[config.mk]
export PLATFORM = sky130hd
export DESIGN_NAME = hid_report_sniffer
export DESIGN_NICKNAME = d
export VERILOG_FILES = /design/src/rtl/hid_report_sniffer.sv
export SDC_FILE = /design/constraint.sdc
export NUM_CORES = 1
export LEC_CHECK = 0
export BUFFER_PORTS_ARGS = -buffer_cell sky130_fd_sc_hd__buf_2
export CAP_MARGIN = 20
export CORE_ASPECT_RATIO = 1.1
export CORE_UTILIZATION = 37
export CTS_CLUSTER_SIZE = 10
export DETAILED_ROUTE_END_ITERATION = 12
export RECOVER_POWER = 100
export REMOVE_ABC_BUFFERS = 1
export SETUP_SLACK_MARGIN = 0.02
export SLEW_MARGIN = 10
export SYNTH_ARGS = -nofsm -noshare
export SYNTH_HDL_FRONTEND = slang
export SYNTH_SLANG_ARGS = --single-unit
[constraint.sdc]
create_clock -name clk -period 3.8 [get_ports clk]
set_input_delay 0.76 -clock clk [delete_from_list [all_inputs] [get_ports clk]]
set_output_delay 0.76 -clock clk [all_outputs]
set_load 0.03 [all_outputs]
[src/rtl/hid_report_sniffer.sv]
// HID keyboard report sniffer: captures IN reports and LED OUT reports, detects key press edges and
// runs a press-count ownership FSM. Define HID_SNIFF_LED_GATE_EN to gate COUNT->OWNED on the Caps LED.
module hid_report_sniffer #(
  parameter int          DATA_W       = 64,
  parameter int          KEY_SLOTS    = 6,
  parameter int          LED_W        = 4,
  parameter int          EP_NUM       = 0,
  parameter logic [7:0]  TRIG_KEY     = 8'h39,
  parameter int          TRIG_PRESSES = 3,
  parameter logic [23:0] TIMEOUT_CYC  = 24'd12_000_000,
  parameter logic [7:0]  EXIT_KEY     = 8'h29,
  parameter logic [7:0]  EXIT_MOD     = 8'h05
) (
  input  logic              clk,
  input  logic              rst_n,
  input  logic [DATA_W-1:0] data,
  input  logic [2:0]        usb_state,
  input  logic [7:0]        pid,
  output logic [7:0]        modifier,
  output logic [7:0]        keycode,
  output logic [LED_W-1:0]  leds,
  output logic              key_event,
  output logic [7:0]        key_event_code,
  output logic              owned,
  output logic [DATA_W-1:0] own_data,
  output logic [1:0]        state_dbg
);

  localparam logic [7:0] PID_IN    = 8'h69;
  localparam logic [7:0] PID_OUT   = 8'hE1;
  localparam logic [7:0] PID_DATA0 = 8'hC3;
  localparam logic [7:0] PID_DATA1 = 8'h4B;

  localparam logic [2:0] PKT_DONE  = 3'd4;
  localparam logic [3:0] EP_MATCH  = EP_NUM[3:0];
  localparam logic [3:0] TRIG_CNT  = TRIG_PRESSES[3:0];

  localparam logic [1:0] ST_IDLE   = 2'd0;
  localparam logic [1:0] ST_COUNT  = 2'd1;
  localparam logic [1:0] ST_OWNED  = 2'd2;

  logic [7:0]        prev_pid_q, prev_pid_d;
  logic              led_pending_q, led_pending_d;
  logic [LED_W-1:0]  leds_q, leds_d;
  logic [DATA_W-1:0] report_q, report_d;
  logic [7:0]        modifier_q, modifier_d;
  logic [7:0]        keycode_q, keycode_d;
  logic              key_event_q, key_event_d;
  logic [7:0]        key_event_code_q, key_event_code_d;
  logic [DATA_W-1:0] own_data_q, own_data_d;
  logic [1:0]        state_q, state_d;
  logic [3:0]        cnt_q, cnt_d;
  logic [23:0]       timer_q, timer_d;

  logic              pkt;
  logic              is_data_pid;
  logic              led_wr;
  logic              capture;
  logic              gate_ok;

  logic [7:0]        new_code;
  logic              in_old;
  logic              edge_found;
  logic [7:0]        edge_code;
  logic              trig_hit;
  logic              other_hit;
  logic              exit_key_seen;
  logic              first_found;
  logic [7:0]        first_code;

  logic              trig_ev;
  logic              other_ev;
  logic              exit_ev;

  assign pkt         = (usb_state == PKT_DONE);
  assign is_data_pid = (pid == PID_DATA0) || (pid == PID_DATA1);
  assign led_wr      = pkt && is_data_pid && led_pending_q;
  assign capture     = pkt && is_data_pid && (prev_pid_q == PID_IN) && !led_pending_q;

`ifdef HID_SNIFF_LED_GATE_EN
  assign gate_ok = leds_q[1];
`else
  assign gate_ok = 1'b1;
`endif

  // The stored report is the "previous" report at capture time; edges compare the incoming slots to it.
  always_comb begin
    new_code      = '0;
    in_old        = 1'b0;
    edge_found    = 1'b0;
    edge_code     = '0;
    trig_hit      = 1'b0;
    other_hit     = 1'b0;
    exit_key_seen = 1'b0;
    first_found   = 1'b0;
    first_code    = '0;
    for (int i = 0; i < KEY_SLOTS; i++) begin
      new_code = data[16 + 8*i +: 8];
      in_old   = 1'b0;
      for (int j = 0; j < KEY_SLOTS; j++) begin
        if (report_q[16 + 8*j +: 8] == new_code) begin
          in_old = 1'b1;
        end
      end
      if ((new_code != 8'd0) && !in_old) begin
        if (!edge_found) begin
          edge_found = 1'b1;
          edge_code  = new_code;
        end
        if (new_code == TRIG_KEY) begin
          trig_hit = 1'b1;
        end else begin
          other_hit = 1'b1;
        end
      end
      if ((new_code != 8'd0) && !first_found) begin
        first_found = 1'b1;
        first_code  = new_code;
      end
      if (new_code == EXIT_KEY) begin
        exit_key_seen = 1'b1;
      end
    end
  end

  assign trig_ev  = capture && trig_hit;
  assign other_ev = capture && other_hit;
  assign exit_ev  = capture && exit_key_seen && (data[7:0] == EXIT_MOD);

  always_comb begin
    prev_pid_d       = pkt ? pid : prev_pid_q;
    led_pending_d    = pkt ? ((pid == PID_OUT) && (data[10:7] == EP_MATCH)) : led_pending_q;
    leds_d           = led_wr ? data[LED_W-1:0] : leds_q;
    report_d         = capture ? data : report_q;
    modifier_d       = capture ? data[7:0] : modifier_q;
    keycode_d        = capture ? first_code : keycode_q;
    key_event_d      = capture && edge_found;
    key_event_code_d = (capture && edge_found) ? edge_code : key_event_code_q;
  end

  // An edge in the same cycle as timer expiry still counts; the window is not reloaded by later presses.
  always_comb begin
    state_d = state_q;
    cnt_d   = cnt_q;
    timer_d = timer_q;
    case (state_q)
      ST_IDLE: begin
        if (trig_ev) begin
          cnt_d   = 4'd1;
          timer_d = TIMEOUT_CYC;
          state_d = ((TRIG_CNT <= 4'd1) && gate_ok) ? ST_OWNED : ST_COUNT;
        end
      end
      ST_COUNT: begin
        timer_d = (timer_q != 24'd0) ? (timer_q - 24'd1) : 24'd0;
        if (trig_ev && (cnt_q != 4'hF)) begin
          cnt_d = cnt_q + 4'd1;
        end
        if ((cnt_d >= TRIG_CNT) && gate_ok) begin
          state_d = ST_OWNED;
          timer_d = 24'd0;
        end else if (other_ev) begin
          state_d = ST_IDLE;
          cnt_d   = 4'd0;
          timer_d = 24'd0;
        end else if (!trig_ev && (timer_q <= 24'd1)) begin
          state_d = ST_IDLE;
          cnt_d   = 4'd0;
          timer_d = 24'd0;
        end
      end
      ST_OWNED: begin
        if (exit_ev) begin
          state_d = ST_IDLE;
          cnt_d   = 4'd0;
          timer_d = 24'd0;
        end
      end
      default: begin
        state_d = ST_IDLE;
        cnt_d   = 4'd0;
        timer_d = 24'd0;
      end
    endcase
  end

  always_comb begin
    own_data_d = (state_d == ST_OWNED) ? '0 : report_d;
  end

  always_ff @(posedge clk or negedge rst_n) begin
    if (!rst_n) begin
      prev_pid_q       <= '0;
      led_pending_q    <= 1'b0;
      leds_q           <= '0;
      report_q         <= '0;
      modifier_q       <= '0;
      keycode_q        <= '0;
      key_event_q      <= 1'b0;
      key_event_code_q <= '0;
      own_data_q       <= '0;
      state_q          <= ST_IDLE;
      cnt_q            <= '0;
      timer_q          <= '0;
    end else begin
      prev_pid_q       <= prev_pid_d;
      led_pending_q    <= led_pending_d;
      leds_q           <= leds_d;
      report_q         <= report_d;
      modifier_q       <= modifier_d;
      keycode_q        <= keycode_d;
      key_event_q      <= key_event_d;
      key_event_code_q <= key_event_code_d;
      own_data_q       <= own_data_d;
      state_q          <= state_d;
      cnt_q            <= cnt_d;
      timer_q          <= timer_d;
    end
  end

  assign modifier       = modifier_q;
  assign keycode        = keycode_q;
  assign leds           = leds_q;
  assign key_event      = key_event_q;
  assign key_event_code = key_event_code_q;
  assign owned          = (state_q == ST_OWNED);
  assign own_data       = own_data_q;
  assign state_dbg      = state_q;

endmodule

==> insert_results.sql <==
INSERT INTO impl_metrics (metric_group, metric, value, unit) VALUES
('outcome', 'result_of_the_run', 'complete, but fails checks', ''),
('outcome', 'failed_checks', 'capacitance limit, slew limit', ''),
('detailed_routing', 'postRouteAntennaNets', '0', ''),
('detailed_routing', 'route.detailed.wl_per_inst', '22.8', 'um'),
('synth', 'post_synthesis_compound_gate_area_fraction', '10.3', '%'),
('synth', 'number_of_distinct_library_cells_after_synthesis', '69', ''),
('synth', 'synth_seq_area_share', '39.5', '%'),
('clock_tree', 'cts.sinks', '196', ''),
('clock_tree', 'cts_clk_pin_slew_worst_paths', '70', 'ps'),
('global_routing', 'grt-ovfl-total', '0', ''),
('global_routing', 'global_route_wire_length_before_repair', '68300', 'um'),
('global_routing', 'grt_antenna_before_repair', '0', ''),
('clock_tree', 'buffer_count_from_post_cts_setup_fixing', '0', ''),
('clock_tree', 'cts_root_buf', 'sky130_fd_sc_hd__clkbuf_16', ''),
('timing', 'tightest_pin_transition', '1920', 'ps'),
('timing', 'post-route-period-util', '95.0', '%'),
('die', 'core.rowCount', '70', ''),
('setup_path', 'required', '4140', 'ps'),
('setup_path', 'worst-endpoint-arrival', '3950', 'ps'),
('detailed_routing', 'drt-total-wl', '45000', 'um'),
('detailed_routing', 'drt_pre_antenna_iters', '6', ''),
('die', 'ios', '173', ''),
('synth', 'synth_largest_area_cell', 'sky130_fd_sc_hd__dfrtp_1', ''),
('die', 'die_x', '177', 'um'),
('die', 'start_util', '37.5', '%'),
('synth', 'netlist.area_leader.share', '39.5', '%'),
('synth', 'avgSynthCellArea', '9.00', 'um2'),
('setup_path', 'reg2regPathDepth', '12', ''),
('finish', 'fin_area', '14300', 'um2'),
('setup_path', 'reg2reg_from', 'report_q[38]', ''),
('synth', 'synth_mux_area_share', '1.38', '%'),
('clock_tree', 'insertion_delay', '460', 'ps'),
('synth', 'syn_inst', '1380', ''),
('setup_path', 'worst_r2r_endpoint', 'own_data[49]', ''),
('timing', 'slew_violations', '75', ''),
('synth', 'synth_most_common_cell', 'sky130_fd_sc_hd__nand2_1', ''),
('synth', 'dominant_combinational_cell_family_by_area_after_synthesis', 'simple AND/OR/NAND/NOR gates', ''),
('placement', 'io_buffers', '172', ''),
('timing', 'timing.final.setup_violations', '0', ''),
('detailed_routing', 'routed-via-count', '11000', ''),
('synth', 'synth_edf_count', '0', ''),
('run', 'max_cap_viol_count', '1', ''),
('detailed_routing', 'drt-initial-drc-count', '986', ''),
('timing', 'relative_slew_slack', '-27.9', '%'),
('worst_hold_path', 'hold_path_depth', '2', ''),
('synth', 'synth.top_cells.by_count', 'sky130_fd_sc_hd__nand2_1 (252), sky130_fd_sc_hd__dfrtp_1 (196), sky130_fd_sc_hd__xnor2_1 (145), sky130_fd_sc_hd__xor2_1 (145), sky130_fd_sc_hd__buf_2 (68)', ''),
('die', 'die-height', '194', 'um'),
('clock_tree', 'cts_tree', 'built', ''),
('synth', 'synth_xor_area_share', '20.5', '%'),
('detailed_routing', 'detail_route.vias_per_cell', '5.59', ''),
('clock_tree', 'ctsHtreeMaxLevel', '4', ''),
('setup_path', 'endpoint_kind', 'register', ''),
('power', 'power.leakage', '6.58', 'nW'),
('setup_path', 'max_fanout_on_critical_path', '40', ''),
('placement', 'globalplace.congestion', '1.05', ''),
('timing', 'timing.fmax', '0.277', 'GHz'),
('die', 'core_region_area', '33100', 'um2'),
('timing', 'hold_viol', '0', ''),
('setup_path', 'setup.worst_path.start_class', 'register', ''),
('detailed_routing', 'remaining_drc_errors', '0', ''),
('global_routing', 'grt_start_max_net_pins', '76', ''),
('clock_tree', 'numCtsBuffers', '17', ''),
('synth', 'biggest_area_contributors_in_the_synthesized_netlist', 'sky130_fd_sc_hd__dfrtp_1 (40%), sky130_fd_sc_hd__xnor2_1 (10%), sky130_fd_sc_hd__xor2_1 (10%)', ''),
('finish', 'n_antenna_cell', '0', ''),
('timing', 'unrepaired_setup_endpoints_after_global_routing', 'no', ''),
('timing', 'timing.clock.skew', '10.8', 'ps'),
('synth', 'main_flop_type_after_synthesis', 'sky130_fd_sc_hd__dfrtp_1', ''),
('power', 'ir_drop', '297', 'uV'),
('timing', 'timing.hold.ws', '470', 'ps'),
('synth', 'async_reset_ff_share', '100', '%'),
('finish', 'area.growth.synth_to_final', '15.0', '%');
==> state kept, by name (all words and copies together), names as in the netlist <==
name and cells:
cnt_q 4, key_event 1, key_event_code 8, keycode 8
led_pending_q 1, leds 4, modifier 8, own_data 64
prev_pid_q 8, report_q 64, state_dbg 2, timer_q 24
==> cells by family (layout without fill, tap and decap cells) <==
logic type	count (synthesis)	after routing
and+or+nand+nor	531	531
xor gates and xnor gates	290	290
DFF	196	196
AOI/OAI and AO/OA	183	183
buffers and inverters	161	319
muxes	15	15
adders and majority gates	4	4
==> per-stage QoR <==
stage | total power, mW | cells | utilization, % | setup TNS, ps
final | 4.46 | 1970 | 43.1 | 0
after detailed placement | 2.63 | 1938 | 41.9 | -3290
after CTS | 4.50 | 1970 | 43.7 | 0
after floorplan | 2.33 | 1245 | - | -316720
after global placement | 2.63 | 1938 | 41.9 | 0
after global routing | 4.63 | 1970 | 43.1 | 0
==> worst max path at each step <==
stage	from	endpoint
final	report_q[38]	own_data[49]
after floorplan	usb_state[1]	own_data[10]
after detailed placement	data[55]	timer_q[23]
after CTS	report_q[39]	timer_q[21]
after global routing	report_q[44]	key_event_code[5]
after global placement	data[55]	own_data[25]
==> per-layer routing <==
layer  wire length, um  GRT usage, %  vias to the layer above
li1                  -             -                     4910
met1             18700          34.7                     5419
met2             19800          40.7                      543
met3              3790          6.18                      145
met4              2730          15.9                        0
met5                 0             0                        -
==> power breakdown <==
group / internal (mW) / switching, mW / total, mW
registers: 2.10 / 0.00937 / 2.11
clock network: 0.985 / 0.872 / 1.86
logic: 0.180 / 0.310 / 0.490
total: 3.27 / 1.19 / 4.46
==> what timing repair did <==
item                                   CTS  global route
setup endpoints to repair                0            14
endpoints found under the hold margin    0             0
hold buffers                             0             0
resized for setup                        0             1
==> final cells by class <==
cell class              instances  area, um2
fillers                      3331      18800
multi-input cells            1023       6640
flip-flops and latches        196       4900
repair buffers                261       1500
well taps                     432        541
clock buffers                  17        425
clock inverters                15        173
inverters                      26       97.6
==> worst max-delay path, cell delays in order, from the launching register on <==
cell and delay (ps):
sky130_fd_sc_hd__dfrtp_1 590, sky130_fd_sc_hd__xnor2_1 610, sky130_fd_sc_hd__nand4_1 180, sky130_fd_sc_hd__nor2_1 190, sky130_fd_sc_hd__a2111oi_2 70, sky130_fd_sc_hd__nand4_1 200, sky130_fd_sc_hd__o22a_1 270, sky130_fd_sc_hd__a31o_1 280
sky130_fd_sc_hd__mux2_4 340, sky130_fd_sc_hd__and3_1 190, sky130_fd_sc_hd__o21bai_4 200, sky130_fd_sc_hd__buf_12 240, sky130_fd_sc_hd__nor2b_1 80
==> placed cells by master, fill, tap and decap left out, types with 9 or more instances in the layout <==
cell type                   count
sky130_fd_sc_hd__nor4_1        55
sky130_fd_sc_hd__clkbuf_16     17
sky130_fd_sc_hd__nand2_1      252
sky130_fd_sc_hd__a221oi_1       9
sky130_fd_sc_hd__nand3_1       14
sky130_fd_sc_hd__mux2_2        13
sky130_fd_sc_hd__o21ai_0       36
sky130_fd_sc_hd__a22oi_1       15
sky130_fd_sc_hd__inv_1         26
sky130_fd_sc_hd__dfrtp_1      196
sky130_fd_sc_hd__xor2_1       145
sky130_fd_sc_hd__nor2b_1       60
sky130_fd_sc_hd__buf_4         71
sky130_fd_sc_hd__o211ai_1       9
sky130_fd_sc_hd__nor2_1        49
sky130_fd_sc_hd__clkbuf_1     101
sky130_fd_sc_hd__a21oi_1       47
sky130_fd_sc_hd__xnor2_1      145
sky130_fd_sc_hd__buf_12         9
sky130_fd_sc_hd__buf_2         75
sky130_fd_sc_hd__nand4_1       47
Note: power is estimated with default switching activity, not from simulation.
